[config.mk]
export PLATFORM = sky130hd
export DESIGN_NAME = fp_regfile_sb
export DESIGN_NICKNAME = d
export VERILOG_FILES = /design/src/rtl/fp_rf_pkg.sv /design/src/rtl/fp_regfile_sb_scoreboard.sv /design/src/rtl/fp_regfile_sb.sv
export SDC_FILE = /design/constraint.sdc
export NUM_CORES = 2
export LEC_CHECK = 0
export CAP_MARGIN = 10
export CORE_MARGIN = 8
export CORE_UTILIZATION = 42
export CTS_BUF_LIST = sky130_fd_sc_hd__clkbuf_8
export CTS_CLUSTER_SIZE = 25
export DETAILED_ROUTE_END_ITERATION = 10
export HOLD_SLACK_MARGIN = 0.08
export SETUP_SLACK_MARGIN = 0.4
export SLEW_MARGIN = 10
export SYNTH_ARGS = -nofsm -noshare
export SYNTH_HDL_FRONTEND = slang
export SYNTH_SLANG_ARGS = --single-unit
[constraint.sdc]
create_clock -name clk -period 6.6 [get_ports clk]
set_input_delay 1.32 -clock clk [delete_from_list [all_inputs] [get_ports clk]]
set_output_delay 1.32 -clock clk [all_outputs]
set_load 0.03 [all_outputs]
[src/rtl/fp_rf_pkg.sv]
// Shared constants, access-width enum and pair-index helper for the FP register file.
package fp_rf_pkg;
   localparam int DEF_DATA_W   = 32;
   localparam int DEF_NUM_REGS = 32;
   localparam int MAX_AW       = 16;

   typedef enum logic {ACC_SGL = 1'b0, ACC_DBL = 1'b1} acc_t;

   // Index of the low (hi=0) or high (hi=1) register of the pair containing addr.
   function automatic logic [MAX_AW-1:0] pair_idx(input logic [MAX_AW-1:0] addr, input logic hi);
      return (addr & ~MAX_AW'(1)) | MAX_AW'(hi);
   endfunction
endpackage

[src/rtl/fp_regfile_sb_scoreboard.sv]
// Busy-bit scoreboard: issue acceptance, per-port source readiness, set-over-clear priority.
module fp_scoreboard
   import fp_rf_pkg::*;
#(
   parameter  int NUM_REGS  = DEF_NUM_REGS,
   parameter  int NUM_RD    = 2,
   parameter  int ZERO_HARD = 1,
   localparam int AW        = $clog2(NUM_REGS)
) (
   input  logic                 clk,
   input  logic                 rst_n,
   input  logic [NUM_REGS-1:0]  clrMask,
   input  logic                 issEn,
   input  logic [AW-1:0]        issAddr,
   input  logic                 issDbl,
   input  logic [NUM_RD*AW-1:0] rdAddr,
   input  logic [NUM_RD-1:0]    rdDbl,
   output logic                 issOk,
   output logic                 issIllegal,
   output logic [NUM_RD-1:0]    rdReady
);
   logic [NUM_REGS-1:0] busy;
   logic [NUM_REGS-1:0] busyEff;
   logic [NUM_REGS-1:0] destMask;
   acc_t                issAcc;

   always_comb begin
      issAcc     = issDbl ? ACC_DBL : ACC_SGL;
      busyEff    = busy & ~clrMask;
      issIllegal = issEn && (issAcc == ACC_DBL) && issAddr[0];
      destMask   = '0;
      if (issEn && !issIllegal) begin
         destMask[issAddr] = 1'b1;
         if (issAcc == ACC_DBL)
            destMask[AW'(pair_idx(MAX_AW'(issAddr), 1'b1))] = 1'b1;
      end
      if (ZERO_HARD != 0)
         destMask[0] = 1'b0;
      issOk = issEn && !issIllegal && ((destMask & busyEff) == '0);
   end

   // Clear is applied first, then the accepted reservation ORed on top, so set wins.
   always_ff @(posedge clk or negedge rst_n) begin
      if (!rst_n)
         busy <= '0;
      else
         busy <= busyEff | (issOk ? destMask : '0);
   end

   for (genvar k = 0; k < NUM_RD; k++) begin : gRd
      logic [AW-1:0]       addr;
      logic [NUM_REGS-1:0] srcMask;
      logic                ready;
      acc_t                acc;

      always_comb begin
         addr    = rdAddr[k*AW +: AW];
         acc     = rdDbl[k] ? ACC_DBL : ACC_SGL;
         srcMask = '0;
         srcMask[addr] = 1'b1;
         if (acc == ACC_DBL)
            srcMask[AW'(pair_idx(MAX_AW'(addr), 1'b1))] = 1'b1;
         ready = !((acc == ACC_DBL) && addr[0]) && ((srcMask & busyEff) == '0);
      end

      assign rdReady[k] = ready;
   end
endmodule

[src/rtl/fp_regfile_sb.sv]
// FP register file with write-to-read bypass, single/double access and an issue scoreboard.
module fp_regfile_sb
   import fp_rf_pkg::*;
#(
   parameter  int DATA_W    = DEF_DATA_W,
   parameter  int NUM_REGS  = DEF_NUM_REGS,
   parameter  int NUM_RD    = 2,
   parameter  int ZERO_HARD = 1,
   localparam int AW        = $clog2(NUM_REGS)
) (
   input  logic                       clk,
   input  logic                       rst_n,
   input  logic [NUM_RD*AW-1:0]       rd_addr,
   input  logic [NUM_RD-1:0]          rd_dbl,
   output logic [NUM_RD*2*DATA_W-1:0] rd_data,
   output logic [NUM_RD-1:0]          rd_ready,
   input  logic                       wr_en,
   input  logic [AW-1:0]              wr_addr,
   input  logic                       wr_dbl,
   input  logic [2*DATA_W-1:0]        wr_data,
   input  logic                       iss_en,
   input  logic [AW-1:0]              iss_addr,
   input  logic                       iss_dbl,
   output logic                       iss_ok,
   output logic                       err
);
   logic [DATA_W-1:0]   regs [NUM_REGS];
   logic [NUM_REGS-1:0] wrMask;
   logic [AW-1:0]       wrHi;
   logic                wrIllegal;
   logic                issIllegal;
   logic                errQ;
   acc_t                wrAcc;

   always_comb begin
      wrAcc     = wr_dbl ? ACC_DBL : ACC_SGL;
      wrIllegal = wr_en && (wrAcc == ACC_DBL) && wr_addr[0];
      wrHi      = AW'(pair_idx(MAX_AW'(wr_addr), 1'b1));
      wrMask    = '0;
      if (wr_en && !wrIllegal) begin
         wrMask[wr_addr] = 1'b1;
         if (wrAcc == ACC_DBL)
            wrMask[wrHi] = 1'b1;
      end
      if (ZERO_HARD != 0)
         wrMask[0] = 1'b0;
   end

   always_ff @(posedge clk or negedge rst_n) begin
      if (!rst_n) begin
         for (int unsigned r = 0; r < NUM_REGS; r++)
            regs[AW'(r)] <= '0;
         errQ <= 1'b0;
      end else begin
         for (int unsigned r = 0; r < NUM_REGS; r++)
            if (wrMask[AW'(r)])
               regs[AW'(r)] <= (AW'(r) == wr_addr) ? wr_data[DATA_W-1:0] : wr_data[2*DATA_W-1:DATA_W];
         errQ <= wrIllegal || issIllegal;
      end
   end

   assign err = errQ;

   // Bypassed view of one register: the in-flight writeback half overrides the stored value.
   function automatic logic [DATA_W-1:0] readVal(input logic [AW-1:0] idx);
      if ((ZERO_HARD != 0) && (idx == '0))
         return '0;
      if (wrMask[idx])
         return (idx == wr_addr) ? wr_data[DATA_W-1:0] : wr_data[2*DATA_W-1:DATA_W];
      return regs[idx];
   endfunction

   for (genvar k = 0; k < NUM_RD; k++) begin : gRd
      logic [AW-1:0]       addr;
      logic [AW-1:0]       addrHi;
      logic [2*DATA_W-1:0] portData;
      acc_t                acc;

      always_comb begin
         addr     = rd_addr[k*AW +: AW];
         addrHi   = AW'(pair_idx(MAX_AW'(addr), 1'b1));
         acc      = rd_dbl[k] ? ACC_DBL : ACC_SGL;
         portData = '0;
         if (acc == ACC_SGL)
            portData[DATA_W-1:0] = readVal(addr);
         else if (!addr[0])
            portData = {readVal(addrHi), readVal(addr)};
      end

      assign rd_data[k*2*DATA_W +: 2*DATA_W] = portData;
   end

   fp_scoreboard #(
      .NUM_REGS  (NUM_REGS),
      .NUM_RD    (NUM_RD),
      .ZERO_HARD (ZERO_HARD)
   ) uScoreboard (
      .clk        (clk),
      .rst_n      (rst_n),
      .clrMask    (wrMask),
      .issEn      (iss_en),
      .issAddr    (iss_addr),
      .issDbl     (iss_dbl),
      .rdAddr     (rd_addr),
      .rdDbl      (rd_dbl),
      .issOk      (iss_ok),
      .issIllegal (issIllegal),
      .rdReady    (rd_ready)
   );
endmodule

=== Yosys cells after proc, flatten, opt, wreduce, memory -nomap -nowiden ===
Index checks and enable logic that the tools add are counted.

* Register bits: 1,025
* Input bits: 92
* Logic and storage cells: 275

* $lt $le $gt $ge: 20
* Equality and inequality tests: 35
* Muxes and demuxes: 142
* Bitwise gates (word level): 14
* Reductions and logical operators: 31

{| class="wikitable"
|+ Operators by type and width
! cell !! count
|-
| 32-bit 2-to-1 mux || 74
|-
| 32-bit binary-select mux with 5-bit select || 4
|-
| 32-bit bitwise OR || 5
|-
| 32-bit AND || 4
|-
| 64-bit 2-to-1 mux || 2
|-
| 32-bit logical NOT || 3
|-
| 5-bit == test (first input constant) || 16
|-
| 1-bit 2-to-1 mux || 50
|-
| 5-bit by 6-bit < comparator with 1-bit output (second input constant) || 8
|-
| 4-bit by 5-bit == test with 1-bit output (first input constant) || 8
|-
| 5-bit by 1-bit greater-or-equal comparator with 1-bit output (second input constant) || 8
|-
| 32-bit NOT || 1
|-
| 6-bit greater-or-equal comparator (second input constant) || 4
|-
| 5-bit NOT with 6-bit output || 4
|-
| 1-bit demux with 5-bit select || 4
|-
| 3-bit by 5-bit == test with 1-bit output (first input constant) || 4
|-
| 5-bit == test || 4
|-
| 5-bit logical NOT || 4
|-
| 1-bit logical AND || 19
|-
| 1-bit demux with 4-bit select || 4
|-
| 1-bit binary-select mux with 5-bit select || 2
|-
| 2-bit by 5-bit == test with 1-bit output (first input constant) || 2
|-
| 1-bit binary-select mux with 4-bit select || 2
|-
| 1-bit by 5-bit == test with 1-bit output (first input constant) || 1
|-
| 2 further kinds || 5
|}

=== Longest topological paths before layout ===
* Word-level depth: 17
* Mapped depth: 12

=== By module ===
From an unflattened synthesis, not the netlist that was laid out.

* Cell total of the unflattened synthesis: 6,902
* Area, all modules: 72,256.8 um2

{| class="wikitable"
|+ Modules (own cells, without submodules)
! module !! times used !! cells an instance !! area an instance (um2) !! seq. area each (um2)
|-
| fp_regfile_sb || 1 || 6,643 || 69,763.2 || 24,848.8
|-
| fp_scoreboard || 1 || 259 || 2,493.6 || 800.8
|}

=== Worst setup path after synthesis ===
No wires, ideal clock.

* Kind: in2out
* Start: in wr_addr[1]
* End: out iss_ok
* Arrival: 4.059 ns
* Data required time: 5.280 ns
* Setup slack: 1.221 ns
* Cell stages on the path: 9
* Buffers on the path: 3
* Path through: buf_2 -> buf_2 -> or3b_2 -> nor4_1 -> nor4_1 -> nor4_2 -> nand3_1 -> buf_2 -> nor4_1

* Longest elaborated chain between the ends: 12
* Elaborated cells on any way between the ends: 18
* Classes of those cells: order compare: 4; mux: 6; bitwise: 4; reduce/logical: 4

{| class="wikitable"
|+ Ends and longest elaborated chain
! element !! line !! text
|-
| from (decl) || fp_regfile_sb.sv:18 || <nowiki>input logic [AW-1:0] wr_addr,</nowiki>
|-
| 5-bit by 6-bit < comparator with 1-bit output (implied by the code), or another cell as far along || fp_regfile_sb.sv:41 || <nowiki>wrMask[wr_addr] = 1'b1;</nowiki>
|-
| 1-bit logical AND (on tied branches) || fp_regfile_sb.sv:41, fp_regfile_sb.sv:43 ||
|-
| 1-bit 2-to-1 mux (on tied branches) || fp_regfile_sb.sv:41, fp_regfile_sb.sv:43 ||
|-
| 1-bit demux with 5-bit select / 1-bit demux with 4-bit select (equally long branches) || fp_regfile_sb.sv:41, fp_regfile_sb.sv:43 ||
|-
| 32-bit bitwise OR (no line) || -- ||
|-
| 32-bit 2-to-1 mux * || fp_regfile_sb.sv:42 || <nowiki>if (wrAcc == ACC_DBL)</nowiki>
|-
| 32-bit 2-to-1 mux * || fp_regfile_sb.sv:40 || <nowiki>if (wr_en && !wrIllegal) begin</nowiki>
|-
| 32-bit NOT * || fp_regfile_sb_scoreboard.sv:29 || <nowiki>busyEff = busy & ~clrMask;</nowiki>
|-
| 32-bit AND * || fp_regfile_sb_scoreboard.sv:29 ||
|-
| 32-bit AND * || fp_regfile_sb_scoreboard.sv:39 || <nowiki>issOk = issEn && !issIllegal && ((destMask & busyEff) == '0);</nowiki>
|-
| 32-bit logical NOT * || fp_regfile_sb_scoreboard.sv:39 ||
|-
| 1-bit logical AND * || fp_regfile_sb_scoreboard.sv:39 ||
|-
| to (decl) || fp_regfile_sb.sv:24 || <nowiki>output logic iss_ok,</nowiki>
|}

Mark *: on every way between the ends. The rest lies on a longest branch, timed or not.

=== Final worst setup path ===
* Start: in wr_addr[4]
* End: out rd_data[28]

* Longest elaborated chain between the ends: 17
* Elaborated cells on any way between the ends: 30
* Classes of those cells: order compare: 4; eq/ne: 1; mux: 22; bitwise: 1; reduce/logical: 2

{| class="wikitable"
|+ Ends and longest elaborated chain
! element !! line !! text
|-
| 5-bit by 6-bit < comparator with 1-bit output (implied by the code), or another cell as far along || fp_regfile_sb.sv:41 ||
|-
| 1-bit logical AND (on tied branches) || fp_regfile_sb.sv:41, fp_regfile_sb.sv:43 ||
|-
| 1-bit 2-to-1 mux (on tied branches) || fp_regfile_sb.sv:41, fp_regfile_sb.sv:43 ||
|-
| 1-bit demux with 5-bit select / 1-bit demux with 4-bit select (equally long branches) || fp_regfile_sb.sv:41, fp_regfile_sb.sv:43 ||
|-
| 32-bit bitwise OR (no line) || -- ||
|-
| 32-bit 2-to-1 mux || fp_regfile_sb.sv:42 ||
|-
| 32-bit 2-to-1 mux || fp_regfile_sb.sv:40 ||
|-
| 1-bit binary-select mux with 5-bit select || fp_regfile_sb.sv:68 || <nowiki>if (wrMask[idx])</nowiki>
|-
| 1-bit 2-to-1 mux (implied by the code) || fp_regfile_sb.sv:68 ||
|-
| 1-bit 2-to-1 mux (2 in a row) || fp_regfile_sb.sv:68 ||
|-
| 1-bit 2-to-1 mux || fp_regfile_sb.sv:86 || <nowiki>else if (!addr[0])</nowiki>
|-
| 1-bit 2-to-1 mux || fp_regfile_sb.sv:84 || <nowiki>if (acc == ACC_SGL)</nowiki>
|-
| 32-bit 2-to-1 mux || fp_regfile_sb.sv:70 || <nowiki>return regs[idx];</nowiki>
|-
| 32-bit 2-to-1 mux || fp_regfile_sb.sv:68 ||
|-
| 64-bit 2-to-1 mux || fp_regfile_sb.sv:86 ||
|-
| 32-bit 2-to-1 mux * || fp_regfile_sb.sv:84 ||
|-
| to (decl) || fp_regfile_sb.sv:15 || <nowiki>output logic [NUM_RD*2*DATA_W-1:0] rd_data,</nowiki>
|}

Mark *: on every way between the ends. The rest lies on a longest branch, timed or not. The select of a mux whose other input is x is not followed.

==> impl_metrics.csv <==
group,metric,value,unit
outcome,outcome,"complete, no violations",
clock_tree,tritoncts,"done",
floorplan,chipWidth,428,um
clock_tree,ctsRootBufferMaster,"clkbuf_8",
final_layout,nNetsFinal,6355,
synth,synth_nets,6384,
routing,drt-initial-drc-count,9049,
setup_path,criticalPathCategory,"primary input to output pin",
setup_path,worst-path-buf-inv,5,
synth,ys_seq_elements,1024,
floorplan,initial_utilization,0.422,
setup_path,critPathTopFamily,"buffers and inverters",
synth,synthCells,6292,
clock_tree,clk_pin_slew,60,ps
final_layout,final_core_util,0.481,
setup_path,arrival,4940,ps
clock_tree,clockBufferDepth,3,
routing,vias,61165,
clock_tree,cts_buffers,181,
sta,finalCriticalPeriod,6260,ps
routing,route.detailed.drc,0,
clock_tree,clk_latency,980,ps
setup_path,cp_cell_sequence,"dlygate4sd2_1, buf_4, xor2_1, nor4_1, buf_4, nand2_8, buf_12, mux2i_1, nand4_1, o211a_1, buf_12",
synth,synth-edff-count,0,
sta,period_share,0.949,
synth,synth_async_sr_flop_share,1.00,
final_layout,drive_gt1_frac,0.330,
setup_path,start_kind,"primary input",
global_route,antenna_found_initial,29,
synth,ys_types,93,
routing,wl,329000,um
floorplan,dieArea,183000,sq um
synth,synth-main-ff-cell,"dfrtp_1",
sta,final_max_slew_viol_count,0,
setup_path,reg2regPathDepth,6,
placement,place.port_buffers,223,
clock_tree,cts_sinks,1024,
final_layout,syn2layout_area_growth,14.1,%
placement,dp_hpwl,202000,um
routing,wl_per_cell,38.0,um
floorplan,core_area,169000,sq um
power,power,0.0222,W
sta,maxSlewHeadroom,0.143,
sta,clock_skew,28.3,ps
setup_path,crit_slowest_cell,"dlygate4sd2_1",
setup_path,critPathMaxFanout,18,
power,vdd_drop_max,220,uV
global_route,grt_pass1_wl,461000,um
run,drv_cap,0,
routing,firstDrtPassIters,6,
setup_path,ff2ff_setup_slack,4320,ps
routing,vias_per_cell,7.07,
global_route,grt_overflow_total,0,
sta,fin_ws,338,ps
sta,whs,396,ps
setup_path,endpoint_kind,"output pin",
global_route,grtUsageTotal,0.346,
synth,ys_seq_area_frac,0.359,
final_layout,layout_common_cells,"1024 x dfrtp_1, 712 x mux4_2, 700 x mux2i_1",
power,powerDensity,273,nW/um^2
min_path,min_path_type,"primary input to async pin",
floorplan,std_cell_rows,151,
setup_path,slowest_delay,700,ps
setup_path,required,5280,ps
placement,gp_congestion,0.965,
power,leakage,34.7,nW
placement,place_ws,24.0,ps
sta,fmax,160,MHz
setup_path,timing.rr.start,"uScoreboard.busy[20]$_DFF_PN0_",
floorplan,io_pins,224,
global_route,grt_max_degree,154,
final_layout,fill_cells,15124,
synth,netlist_area,71300,sq um
sta,rsz0062_at_grt,"false",
sta,hold_viol,0,
clock_tree,h-tree-depth,4,
routing,route.antenna.remaining_nets,0,
global_route,grt_pass1_vias,59746,
floorplan,die_h,428,um
synth,avgSynthCellArea,11.3,sq um
synth,yosys_warnings,0,
sta,worst_pin_slew,1280,ps
setup_path,reg2reg_to,"uScoreboard.busy[31]$_DFF_PN0_",
sta,setup_viol,0,
final_layout,layout_commonest_cell,"dfrtp_1",
-- through the flow --
stage / area, sq um / instances / TNS [ps]
after floorplan: 71300 / 6292 / 0
after global placement: 77400 / 8286 / -67.8
after detailed placement: 77400 / 8287 / 0
after CTS: 81300 / 8623 / 0
after global routing: 81300 / 8634 / 0
final: 81400 / 8649 / 0
-- state kept, by name, indices dropped and copies added (netlist names) --
register	flops
err	1
uScoreboard.busy	31
regs	992
-- power by group --
group	internal (W)	switching, W
logic	0.00357	0.00327
clock network	0.00331	0.00300
registers	0.00766	0.00142
total	0.0145	0.00769
-- synth_stat cells, types with 64 or more instances --
cell type | count | area (sq um)
o22ai_1 | 149 | 932
nand2_1 | 495 | 1860
mux4_2 | 712 | 16000
nor2_1 | 477 | 1790
mux2_2 | 533 | 6000
nor4_1 | 64 | 400
a21oi_1 | 340 | 1700
buf_1 | 102 | 383
o21ai_0 | 354 | 1770
clkbuf_1 | 520 | 1950
a211oi_1 | 80 | 601
buf_2 | 135 | 676
dfrtp_1 | 1024 | 25600
mux2i_1 | 700 | 7010
-- repair_timing --
action,CTS,global route
cloned,1,0
resized for setup,16,8
setup endpoints to repair,82,49
pin swaps,5,1
hold buffers,0,0
setup buffers,10,0
-- logic make-up (layout without fill, tap and decap cells) --
group / count (synthesis) / in the layout / share of synthesized area
AND/OR/NAND/NOR: 1349 / 1349 / 0.0849
buffers and inverters: 795 / 907 / 0.0456
other: 0 / 26 / 0
AO/OA/AOI/OAI: 1128 / 1128 / 0.0951
flip-flops: 1024 / 1024 / 0.359
XOR/XNOR: 15 / 16 / 0.00195
multiplexers: 1981 / 1981 / 0.413
-- final cells by class --
cell class / instances / area [sq um] / area share
sequential: 1024 / 25600 / 0.315
inverter: 19 / 76.3 / 0.000938
clock inverter: 97 / 609 / 0.00749
clock buffer: 228 / 3140 / 0.0386
timing repair buffer: 563 / 6090 / 0.0748
multi-input combinational: 4474 / 43000 / 0.528
tap: 2218 / 2780 / 0.0341
antenna: 26 / 65.1 / 0.000799
-- how the worst max path moves through the flow --
stage | start | to | slack (ps) | cells after the start
global placement | wr_addr[4] | rd_data[28] | -70 | 11
detailed placement | wr_dbl | rd_data[24] | 20 | 8
floorplan | wr_addr[1] | iss_ok | 1220 | 9
finish | wr_addr[4] | rd_data[28] | 340 | 11
CTS | wr_en | rd_ready[1] | 400 | 10
global route | wr_dbl | rd_data[6] | 420 | 9
-- metal layers --
metal / vias to the layer above / global-route usage / share of wire
met5: - / 0 / 0.00016
met1: 31259 / 0.429 / 0.36
li1: 23920 / - / -
met3: 1256 / 0.116 / 0.13
met2: 4724 / 0.504 / 0.43
met4: 6 / 0.253 / 0.087
No activity file was read; power rests on OpenSTA's default activity.
